### src/rtl/obj_scheduler.sv
// Purpose : five-slot collectable-object manager; spawns/frees slots and scrolls/animates/retires objects once per frame.
// Latency : request ack one cycle after sampling in IDLE; frame update visible 7 cycles after the vsync fall (5 UPDATE + COMMIT).
// Backpres: requests are level-held until acked; spawn is held off while full, frame work pre-empts requests.
//
// Ports:
//   vclock, reset_n            pixel clock, async active-low reset
//   vsync                      active-low vertical sync (falling edge = frame tick)
//   speed                      pixels scrolled left per frame
//   spawn_req/type/vpos/ack    spawn handshake (ack is a one-cycle pulse)
//   collect_req/slot/ack       slot-free handshake (ack is a one-cycle pulse)
//   p_obj1..p_obj5             committed words {frame[3], id[2], x[11], y[10]}, zero = empty
//   full                       all five working slots are occupied

module obj_scheduler #(
    parameter int unsigned SPAWN_X  = 1009,
    parameter int unsigned MAX_Y    = 752,
    parameter int unsigned ANIM_DIV = 4
) (
    input  logic        vclock,
    input  logic        reset_n,
    input  logic        vsync,
    input  logic [3:0]  speed,
    input  logic        spawn_req,
    input  logic [1:0]  spawn_type,
    input  logic [9:0]  spawn_vpos,
    output logic        spawn_ack,
    input  logic        collect_req,
    input  logic [2:0]  collect_slot,
    output logic        collect_ack,
    output logic [25:0] p_obj1,
    output logic [25:0] p_obj2,
    output logic [25:0] p_obj3,
    output logic [25:0] p_obj4,
    output logic [25:0] p_obj5,
    output logic        full
);

    localparam logic [10:0] SPAWN_X_W = 11'(SPAWN_X);
    localparam logic [9:0]  MAX_Y_W   = 10'(MAX_Y);
    localparam logic [3:0]  DIV_LAST  = 4'(ANIM_DIV - 1);

    typedef enum logic [1:0] {
        ST_IDLE   = 2'd0,
        ST_UPDATE = 2'd1,
        ST_COMMIT = 2'd2
    } state_t;

    state_t      state_q;
    logic [2:0]  idx_q;
    logic        tick_pend_q;
    logic        vsync_d_q;
    logic [3:0]  div_q;
    logic        anim_q;
    logic        spawn_ack_q;
    logic        collect_ack_q;
    logic        full_q;
    logic [25:0] w_q [5];
    logic [25:0] p_q [5];

    logic [25:0] w_d [5];
    logic        full_d;
    logic        tick;
    logic        tick_any;
    logic [4:0]  live;
    logic [2:0]  first_empty;
    logic [9:0]  spawn_y;
    logic [25:0] spawn_word;
    logic        do_collect;
    logic        do_spawn;

    // Frame tick on the vsync falling edge; a pending tick counts as present.
    assign tick     = vsync_d_q & ~vsync;
    assign tick_any = tick | tick_pend_q;

    assign spawn_y    = (spawn_vpos > MAX_Y_W) ? MAX_Y_W : spawn_vpos;
    assign spawn_word = {3'd0, spawn_type, SPAWN_X_W, spawn_y};

    // Frame work always wins; otherwise one request per cycle, collect first.
    // The ack register blocks re-acceptance of the still-held request.
    assign do_collect = (state_q == ST_IDLE) && !tick_any && collect_req && !collect_ack_q;
    assign do_spawn   = (state_q == ST_IDLE) && !tick_any && !do_collect &&
                        spawn_req && !spawn_ack_q && !full_q;

    always_comb begin
        live = '0;
        for (int i = 0; i < 5; i++) begin
            live[i] = |w_q[i];
        end
    end

    // Lowest-index empty slot; 7 when none (spawn is gated by full anyway).
    always_comb begin
        first_empty = 3'd7;
        for (int i = 4; i >= 0; i--) begin
            if (!live[i]) begin
                first_empty = 3'(i);
            end
        end
    end

    // Next working array: per-slot frame update, collect clear, spawn write.
    always_comb begin
        full_d = 1'b1;
        for (int i = 0; i < 5; i++) begin
            w_d[i] = w_q[i];
            if ((state_q == ST_UPDATE) && (idx_q == 3'(i)) && live[i]) begin
                if (w_q[i][20:10] < {7'd0, speed}) begin
                    // Would scroll past the left edge: retire.
                    w_d[i] = '0;
                end else begin
                    w_d[i][20:10] = w_q[i][20:10] - {7'd0, speed};
                    if (anim_q) begin
                        w_d[i][25:23] = w_q[i][25:23] + 3'd1;
                    end
                end
            end
            if (do_collect && (collect_slot == 3'(i))) begin
                w_d[i] = '0;
            end
            if (do_spawn && (first_empty == 3'(i))) begin
                w_d[i] = spawn_word;
            end
            full_d = full_d & (|w_d[i]);
        end
    end

    always_ff @(posedge vclock or negedge reset_n) begin
        if (!reset_n) begin
            state_q       <= ST_IDLE;
            idx_q         <= 3'd0;
            tick_pend_q   <= 1'b0;
            vsync_d_q     <= 1'b1;
            div_q         <= 4'd0;
            anim_q        <= 1'b0;
            spawn_ack_q   <= 1'b0;
            collect_ack_q <= 1'b0;
            full_q        <= 1'b0;
            for (int i = 0; i < 5; i++) begin
                w_q[i] <= '0;
                p_q[i] <= '0;
            end
        end else begin
            vsync_d_q     <= vsync;
            spawn_ack_q   <= do_spawn;
            collect_ack_q <= do_collect;
            full_q        <= full_d;
            for (int i = 0; i < 5; i++) begin
                w_q[i] <= w_d[i];
            end

            case (state_q)
                ST_IDLE: begin
                    if (tick_any) begin
                        state_q     <= ST_UPDATE;
                        idx_q       <= 3'd0;
                        tick_pend_q <= 1'b0;
                        // Divider advances once per serviced frame; the
                        // wrapping frame carries the animation step.
                        if (div_q >= DIV_LAST) begin
                            div_q  <= 4'd0;
                            anim_q <= 1'b1;
                        end else begin
                            div_q  <= div_q + 4'd1;
                            anim_q <= 1'b0;
                        end
                    end
                end
                ST_UPDATE: begin
                    if (tick) begin
                        tick_pend_q <= 1'b1;
                    end
                    if (idx_q == 3'd4) begin
                        state_q <= ST_COMMIT;
                    end else begin
                        idx_q <= idx_q + 3'd1;
                    end
                end
                ST_COMMIT: begin
                    if (tick) begin
                        tick_pend_q <= 1'b1;
                    end
                    for (int i = 0; i < 5; i++) begin
                        p_q[i] <= w_q[i];
                    end
                    state_q <= ST_IDLE;
                end
                default: begin
                    state_q <= ST_IDLE;
                end
            endcase
        end
    end

    assign spawn_ack   = spawn_ack_q;
    assign collect_ack = collect_ack_q;
    assign full        = full_q;
    assign p_obj1      = p_q[0];
    assign p_obj2      = p_q[1];
    assign p_obj3      = p_q[2];
    assign p_obj4      = p_q[3];
    assign p_obj5      = p_q[4];

endmodule

### config.mk
export PLATFORM = sky130hd
export DESIGN_NAME = obj_scheduler
export DESIGN_NICKNAME = d
export VERILOG_FILES = /design/src/rtl/obj_scheduler.sv
export SDC_FILE = /design/constraint.sdc
export NUM_CORES = 1
export LEC_CHECK = 0
export ABC_AREA = 1
export BUFFER_PORTS_ARGS = -buffer_cell sky130_fd_sc_hd__buf_2
export CAP_MARGIN = 20
export CORE_MARGIN = 2
export CORE_UTILIZATION = 31
export CTS_CLUSTER_SIZE = 24
export DETAILED_ROUTE_END_ITERATION = 16
export GPL_TIMING_DRIVEN = 0
export PLACE_DENSITY_LB_ADDON = 0.05
export SYNTH_ARGS = -nofsm -noshare
export SYNTH_HDL_FRONTEND = slang
export SYNTH_SLANG_ARGS = --single-unit
### constraint.sdc
create_clock -name vclock -period 2.4 [get_ports vclock]
set_input_delay 0.24 -clock vclock [delete_from_list [all_inputs] [get_ports vclock]]
set_output_delay 0.24 -clock vclock [all_outputs]
set_load 0.01 [all_outputs]
# --- Yosys cells after proc, flatten, opt, wreduce, memory -nomap -nowiden ---
# Index checks and enable logic that the tools add are counted.
op_classes:
  addsub: 12
  order_cmp: 7
  n_eq_ne: 18
  muxes: 57
  n_bitwise: 7
  n_reduce_logical: 53
ops:
  columns: ["op", "count"]
  rows:
  - ["26-bit 2-to-1 mux", 15]
  - ["26-bit OR reduction", 10]
  - ["10-bit 2-to-1 mux", 6]
  - ["11-bit by 4-bit less-than comparator with 1-bit output", 5]
  - ["11-bit 2-to-1 mux", 5]
  - ["11-bit by 4-bit subtractor with 11-bit output", 5]
  - ["3-bit 2-to-1 mux", 16]
  - ["1-bit logical AND", 27]
  - ["3-bit by 1-bit adder with 3-bit output, second input constant", 6]
  - ["3-bit by 2-bit equality test with 1-bit output, second input constant", 6]
  - ["2-bit 2-to-1 mux", 8]
  - ["10-bit greater-than comparator, second input constant", 1]
  - ["3-bit by 1-bit equality test with 1-bit output, second input constant", 3]
  - ["3-bit equality test, second input constant", 3]
  - ["3-bit logical NOT", 3]
  - ["3-bit one-hot mux with 2 select lines", 1]
  - ["3-bit AND reduction", 2]
  - ["1-bit bitwise AND", 5]
  - ["1-bit logical NOT", 5]
  - ["4-bit by 1-bit adder with 4-bit output, second input constant", 1]
  - ["4-bit by 2-bit >= comparator with 1-bit output, second input constant", 1]
  - ["4-bit 2-to-1 mux", 1]
  - ["2-bit by 1-bit inequality test with 1-bit output, second input constant", 2]
  - ["2-bit inequality test, second input constant", 2]
  - ["other kinds (11)", 15]
totals:
  register_bits: 275
  in_bits: 24
  out_inout_bits: 133
  word_cells: 173

# --- Depth between registers and ports, before layout ---
# Gate-level depths: netlist of run 1.
logic_depth:
  ltp_word: 19
  ltp_mapped: 22
  depth_no_buf: 20

# --- Worst setup path before layout of run 1 ---
# No wires, ideal clock.
synth_path:
  path_kind: "input-to-reg"
  start: "input speed[1]"
  end: "register full_q, in the netlist full"
  setup_time_ns: 0.115
  arrival_time_ns: 2.194
  required_ns: 2.285
  slack_ns: 0.091
  path_stages: 17
  path_buffers: 1
  cell_sequence: "inv_1 ha_1 nand3_1 nand2_1 nand2_1 nand2_1 nor2_1 nand2_1 nand2_1 inv_2 buf_6 a21oi_1 nand3_1 nor2_1 nand3_1 nand3_1 nor2_2"
synth_via:
  elab_chain_len: 10
  word_cells_on_any_way: 54
  cone_classes: "5 x add/sub; 5 x order compare; 35 x mux; 4 x bitwise; 5 x reduce/logical"
synth_rtl:
  columns: ["element", "line_no", "rtl"]
  rows:
  - ["start: declaration", "22", "input logic [3:0] speed,"]
  - ["11-bit by 4-bit subtractor with 11-bit output / 11-bit by 4-bit less-than comparator with 1-bit output (equally long branches)", "111, 107", null]
  - ["11-bit 2-to-1 mux (tied with other cells)", "107", "if (w_q[i][20:10] < {7'd0, speed}) begin"]
  - ["26-bit 2-to-1 mux", "106", "if ((state_q == ST_UPDATE) && (idx_q == 3'(i)) && live[i]) begin"]
  - ["26-bit 2-to-1 mux", "117", "if (do_collect && (collect_slot == 3'(i))) begin"]
  - ["26-bit 2-to-1 mux", "120", "if (do_spawn && (first_empty == 3'(i))) begin"]
  - ["26-bit OR reduction", "123", "full_d = full_d & (|w_d[i]);"]
  - ["1-bit bitwise AND (3 in series)", "123", null]
  - ["1-bit bitwise AND (*)", "123", null]
  - ["via full_d", "61", "logic full_d;"]
  - ["end signal: assignment", "146", "full_q <= full_d;"]
  - ["end: declaration", "56", "logic full_q;"]
# The timed path passes the listed nets; every way through them passes the cells marked *.
# A chain may end at the register's enable or synchronous reset.

# --- Final worst setup path of run 1 ---
layout_path:
  start: "register state_q[1]"
  end: "register full_q, in the netlist full"
layout_via:
  elab_chain_len: 16
  word_cells_on_any_way: 54
  cone_classes: "1 x eq/ne; 15 x mux; 4 x bitwise; 34 x reduce/logical"
layout_rtl:
  columns: ["element", "line_no", "rtl"]
  rows:
  - ["start: declaration", "48", "state_t state_q;"]
  - ["start signal: assignment", "129", "state_q <= ST_IDLE;"]
  - ["start signal: assignment", "154", "state_q <= ST_UPDATE;"]
  - ["start signal: assignment", "173", "state_q <= ST_COMMIT;"]
  - ["2-bit logical NOT", "80, 81", null]
  - ["1-bit logical AND", "80, 81", null]
  - ["1-bit logical AND (2 in series)", "80", "assign do_collect = (state_q == ST_IDLE) && !tick_any && collect_req && !collect_ack_q;"]
  - ["1-bit logical NOT", "81", "assign do_spawn = (state_q == ST_IDLE) && !tick_any && !do_collect &&"]
  - ["1-bit logical AND (2 in series)", "81", null]
  - ["1-bit logical AND (2 in series)", "82", "spawn_req && !spawn_ack_q && !full_q;"]
  - ["1-bit logical AND", "120", null]
  - ["26-bit 2-to-1 mux", "120", null]
  - ["26-bit OR reduction", "123", null]
  - ["1-bit bitwise AND (3 in series)", "123", null]
  - ["1-bit bitwise AND (*)", "123", null]
  - ["via full_d", "61", null]
# Marks and branches as above.

==> results.txt, run 1 <==
status = finished, violations left
violated checks = negative setup slack
share of cells above drive strength 1 = 27.7%
Worst R2R Start = state_q[1]
WL final = 52.9 mm
Die W = 222 um
DP Area = 16400 sq um
register area = 6900 sq um
Post-layout nets = 2148
Mapped Area = 14700 sq um
Final Max Slew Viols = 0
most frequent cell after synthesis = nand2_1
leading area contributor after synthesis = dfrtp_1
initial core utilization = 31.5%
worst hold path depth = 3
HPWL Detailed = 38.5 mm
Tightest Hold Check Type = input port to flip-flop
Setup Skew = 16.8 ps
hold wc startpoint = collect_req
Congestion Overflow GR = 0
YS warnings = 0
relative slew slack = 41.4%
power per cell area = 1090 nW/um^2
worst reg2reg path depth = 16
DR iter-0 viols = 819
Die H = 222 um
Unique masters post-synth = 50
Mapped Avg Cell Area = 8.10 sq um
shortest period the worst path allows = 2550 ps
Critical Path Start Type = flip-flop
vias in the first global route = 13345
Area growth syn-to-layout = 27.6%
Ports = 157
Fillers = 4825
RSZ-0062 raised after global routing = yes
Post-Route Utilization = 40.2%
initial antenna violation count = 1
Vias/cell = 4.86
GPL Wtd Cong = 0.848
EDFF count, synth = 0
Post-synth top flop = dfrtp_1
fin crit share = 106%
Sink Count = 275
die area = 49300 sq um
htree depth = 2
total power = 20.5 mW
Rows = 79
Crit. Startpoint = state_q[1]
sequential share of the synthesized area = 46.7%
area occupied by multi-input gates = 7190 sq um
Port Buffers = 156
GRT Total Usage = 21.6%
flops & latches, synth = 275
CTS tree = built
Detail Route Antenna Nets = 0
Post-Synthesis Net Count = 1885
Root Driver = clkbuf_16
core area = 46800 sq um
Fin. Hold Viols = 0
Post-Synthesis Cells = 1821
clk buf depth = 3
Worst-Margin Slew = 879 ps
DRC = 0
critical path endpoint category = flip-flop
Detailed Routing Iterations Pass 1 = 5
Final setup viols = 1
Post-synth ARST share = 100%
crit path max fanout = 7
first-pass GRT wire length = 81.0 mm
leakage = 9.82 nW
required time of the critical path = 2840 ps
Clock transition at path regs = 60 ps
CTS Buf Count = 35
Fmax achieved = 393 MHz
critical path class = flip-flop to flip-flop
Worst EP arrival = 2990 ps
Ant. Diodes = 0
Max-Cap Viols = 0
synth top area cells = dfrtp_1 (46%), nand2_1 (10%), nor2_1 (6.6%)
Synth top cells by count = nand2_1 (409), dfrtp_1 (274), nor2_1 (261)
largest net degree at the start of global routing = 108
Vias = 13208
Max IR drop VDD = 0.395 mV
Final WS setup = -147 ps
drt wl/cell = 19.5 um
post-route cell area = 18800 sq um
Synth top area share = 46.5%
worst skew pair latency = 550 ps
power by group:
group	switching, mW	internal [mW]
clock	2.14	3.52
sequential	1.13	5.97
combinational	4.70	3.09
logic make-up after synthesis:
kind of cell               count (synthesis)  synth area share [%]
AOI/OAI and AO/OA                        221                  8.47
xor gates and xnor gates                  16                 0.950
adders and majority gates                 40                  3.65
buffers and inverters                    281                  7.65
DFF                                      275                  46.7
muxes                                     65                  4.96
and+or+nand+nor                          923                  27.7
cells in the final DEF, fill, tap and decap left out, types with 56 or more instances in the layout:
master / netlist / routed
a21oi_1: 101 / 96
buf_2: 14 / 163
buf_4: 7 / 69
dfrtp_1: 274 / 262
inv_1: 203 / 186
mux2_2: 65 / 65
nand2_1: 409 / 393
nand3_1: 160 / 150
nor2_1: 261 / 237
o21ai_0: 59 / 56
stage by stage:
| stage | worst slack (ps) | TNS (ps) | std cells | hold WS [ps] |
|---|---|---|---|---|
| after floorplan | 90.6 | 0 | 1821 | -55.6 |
| after global placement | -4580 | -1371440 | 2584 | 358 |
| after detailed placement | -1190 | -87950 | 2587 | 225 |
| after CTS | -139 | -139 | 2704 | 52.5 |
| after global routing | -319 | -408 | 2717 | 72.3 |
| final | -147 | -147 | 2717 | 71.3 |
area by class of cell:
| type | count | area share [%] |
|---|---|---|
| Sequential cell | 275 | 36.7 |
| Clock inverter | 11 | 0.838 |
| Buffer | 55 | 2.23 |
| Tap cell | 607 | 4.04 |
| Multi-Input combinational cell | 1265 | 38.2 |
| Inverter | 224 | 4.57 |
| Clock buffer | 52 | 5.70 |
| Timing Repair Buffer | 228 | 7.76 |
routing by layer:
layer  vias to the layer above  part of all wire, %  global-route usage [%]  wire (um)
met3                        74                  3.8                    2.84       2030
met1                      6425                   47                    30.2      25100
met4                         2                  2.7                    7.24       1450
li1                       6414                    -                       -          -
met5                         -                0.013                       0          7
met2                       293                   46                    34.4      24300
worst max-delay path, stage by stage, from the launching register on:
cell	delay, ps
dfrtp_1	400
inv_2	120
ha_4	160
inv_4	40
nor2_4	130
nand3_2	100
nor2_4	250
nand3_4	210
clkbuf_16	220
nand3_2	80
nand3_1	90
nor2_2	170
nand3_2	120
nor2_4	140
nand2_2	100
nand3_2	70
nor2_2	30
what timing repair did:
item / in CTS / in global routing
setup endpoints to repair: 87 / 73
gates cloned: 2 / 0
endpoints found under the hold margin: 62 / 0
pin swaps: 43 / 27
hold buffers: 3 / 0
gates resized for setup: 143 / 74
setup buffers: 51 / 13
path summary, 6_finish.rpt:
path / to / slack, ps
max: full / -150
min: collect_ack / 70
min reg2reg: div_q[0] / 470
min in group asynchronous: p_obj5[17] / 240
max reg2reg: full / -150
max in group asynchronous: w_q[64] / 1170
state kept, by name (all words and copies together) (netlist names):
signal,count
p_obj3,26
p_obj2,26
idx_q,3
tick_pend_q,1
full,1
p_obj4,26
div_q,4
vsync_d_q,1
p_obj5,26
collect_ack,1
w_q,130
state_q,2
p_obj1,26
anim_q,1
spawn_ack,1
(Power assumes the default switching activity.)
==> inputs of run 2 (changes only) <==
--- a/config.mk
+++ b/config.mk
@@ -13,7 +13,6 @@
 export CTS_CLUSTER_SIZE = 24
 export DETAILED_ROUTE_END_ITERATION = 16
 export GPL_TIMING_DRIVEN = 0
-export PLACE_DENSITY_LB_ADDON = 0.05
 export SYNTH_ARGS = -nofsm -noshare
 export SYNTH_HDL_FRONTEND = slang
 export SYNTH_SLANG_ARGS = --single-unit
==> run 2 against run 1 <==
  * The flow still finishes with violations (negative setup slack)
  * Combinational power rose by 2.7%
  * First-iteration DRC count rose by 28%
  * Worst setup slack improved by 43 ps
  * Critical path type unchanged
  * Critical endpoint unchanged
  * Largest cell class unchanged
==> results.txt, run 2 (synthesis gave the netlist of run 1 again) <==
GPL Wtd Cong = 0.902 (was 0.848)
Critical Path Start Type = flip-flop (unchanged)
Worst-Margin Slew = 897 ps (was 879 ps)
Ports = 157 (unchanged)
crit path max fanout = 10 (was 7)
CP peak stage delay = 730 ps (was 400 ps)
Detail Route Antenna Nets = 0 (unchanged)
initial core utilization = 31.5% (unchanged)
Root Driver = clkbuf_16 (unchanged)
most flop-heavy register = w_q (unchanged)
required time of the critical path = 2870 ps (was 2840 ps)
htree depth = 1 (was 2)
drt wl/cell = 18.5 um (was 19.5 um)
WL final = 50.2 mm (was 52.9 mm)
CTS Buf Count = 31 (was 35)
Die H = 222 um (unchanged)
most frequent cells in the layout = nand2_1 (389), dfrtp_1 (267), nor2_1 (239) (was nand2_1 (393), dfrtp_1 (262), nor2_1 (237))
Setup Skew = 10.5 ps (was 16.8 ps)
DRC = 0 (unchanged)
Max-Cap Viols = 0 (unchanged)
Post-Route Utilization = 40.0% (was 40.2%)
commonest non-fill, non-tap cell in the layout = nand2_1 (unchanged)
fin crit share = 104% (was 106%)
initial antenna violation count = 1 (unchanged)
Vias = 13529 (was 13208)
post-route cell area = 18700 sq um (was 18800 sq um)
HPWL Detailed = 36.7 mm (was 38.5 mm)
max FFs per register = 130 (unchanged)
shortest period the worst path allows = 2500 ps (was 2550 ps)
Port Buffers = 156 (unchanged)
critical path class = flip-flop to flip-flop (unchanged)
clk buf depth = 3 (unchanged)
DP Cell Count = 2587 (unchanged)
Congestion Overflow GR = 0 (unchanged)
CTS tree = built (unchanged)
DR iter-0 viols = 1046 (was 819)
Max IR drop VDD = 0.443 mV (was 0.395 mV)
total power = 20.0 mW (was 20.5 mW)
DP Area = 16400 sq um (unchanged)
Area growth syn-to-layout = 26.6% (was 27.6%)
Vias/cell = 4.97 (was 4.86)
Final setup viols = 1 (unchanged)
RSZ-0062 raised after global routing = yes (unchanged)
Rows = 79 (unchanged)
critical path endpoint category = flip-flop (unchanged)
CP Cell Sequence = clkbuf_1 > nand2_1 > o211ai_1 > nand2_1 > o211ai_1 > nand3_1 > nor2_1 > nand2_1 > nor2_2 > nand2_2 > nand2_1 > nor2_2 (was inv_2 > ha_4 > inv_4 > nor2_4 > nand3_2 > nor2_4 > nand3_4 > clkbuf_16 > nand3_2 > nand3_1 > nor2_2 > nand3_2 > nor2_4 > nand2_2 > nand3_2 > nor2_2)
buffers plus inverters on the worst setup path = 1 (was 3)
leakage = 9.74 nW (was 9.82 nW)
largest net degree at the start of global routing = 103 (was 108)
relative slew slack = 40.2% (was 41.4%)
Fmax achieved = 399 MHz (was 393 MHz)
Final Max Slew Viols = 0 (unchanged)
share of cells above drive strength 1 = 27.8% (was 27.7%)
power per cell area = 1070 nW/um^2 (was 1090 nW/um^2)
Fin. Hold Viols = 0 (unchanged)
CP top delay family = simple AND/OR/NAND/NOR gates (unchanged)
Final Non-Filler Cells = 2720 (was 2717)
Crit-path slowest cell = dfrtp_1 (unchanged)
vias in the first global route = 13606 (was 13345)
Post-layout nets = 2154 (was 2148)
violated checks = negative setup slack (unchanged)
Clock transition at path regs = 60 ps (about the same)
first-pass GRT wire length = 78.2 mm (was 81.0 mm)
die area = 49300 sq um (unchanged)
Detailed Routing Iterations Pass 1 = 5 (unchanged)
status = finished, violations left (unchanged)
Most Frequent Cell on Critical Path = nand2_1 (was nand3_2)
Die W = 222 um (unchanged)
Tightest Hold Check Type = input port to flip-flop (unchanged)
GRT Total Usage = 20.3% (was 21.6%)
core area = 46800 sq um (unchanged)
Final WS setup = -105 ps (was -147 ps)
worst slack, placed = -1030 ps (was -1190 ps)
worst skew pair latency = 580 ps (was 550 ps)
Sink Count = 275 (unchanged)
Worst EP arrival = 2980 ps (was 2990 ps)
run 2: cell types whose count changed in the layout (fill, tap and decap cells not counted), moves of 5 or more:
cell / previous run / this run
buf_4: 69 / 78
clkbuf_1: 7 / 12
clkbuf_16: 38 / 33
dfrtp_1: 262 / 267
dfrtp_2: 12 / 7
inv_1: 186 / 180
inv_2: 32 / 38
run 2: per-layer routing:
layer | global-route usage, % | routed length [um]
met4 | 7.32 | 1770
met5 | 0 | 0
met2 | 32.2 | 22600
met3 | 3.94 | 3610
met1 | 27.5 | 22300
run 2: worst paths after layout:
| path | start | endpoint | depth (start not counted) | slack, ps |
|---|---|---|---|---|
| max | anim_q | full | 12 | -100 |
| min | spawn_type[1] | w_q[48] | 3 | 50 |
| max reg2reg | anim_q | full | 12 | -100 |
| min reg2reg | div_q[0] | div_q[0] | 1 | 490 |
| max in group asynchronous | reset_n | w_q[64] | 3 | 1190 |
| min in group asynchronous | reset_n | p_obj5[25] | 2 | 240 |
run 2: metrics by stage:
step / hold WS, ps / setup TNS, ps
global route: 53.4 / -246
detailed placement: 265 / -69570
CTS: 15.2 / -61.3
floorplan: -55.6 / 0
global placement: 359 / -1220090
finish: 47.8 / -105
run 2: timing repair:
action / in CTS / in global routing
gates cloned: 4 / 0
endpoints found under the hold margin: 77 / 0
gates resized for setup: 154 / 48
buffers inserted: 57 / 18
pin swaps: 45 / 24
setup endpoints to repair: 75 / 28
hold buffers: 4 / 0
run 2: final cells by class:
| class | instances | area, sq um |
|---|---|---|
| fill | 4687 | 28100 |
| tap | 607 | 759 |
| multi-input combinational | 1265 | 7200 |
| timing repair buffer | 240 | 1520 |
| inverter | 224 | 860 |
| buffer | 53 | 414 |
| antenna | 1 | 2.50 |
| sequential | 275 | 6890 |
| clock buffer | 45 | 898 |
| clock inverter | 10 | 134 |
run 2: tightest hold or removal path: stages:
cell	delay [ps]
buf_2	160
nand2_1	120
nand2_1	50
run 2: where the power goes:
part           switching [mW]  leakage, nW  total (mW)  internal [mW]
Sequential               1.15         3.46        7.10           5.96
Combinational            4.79         5.78        8.00           3.20
Clock                    1.99        0.503        4.89           2.89
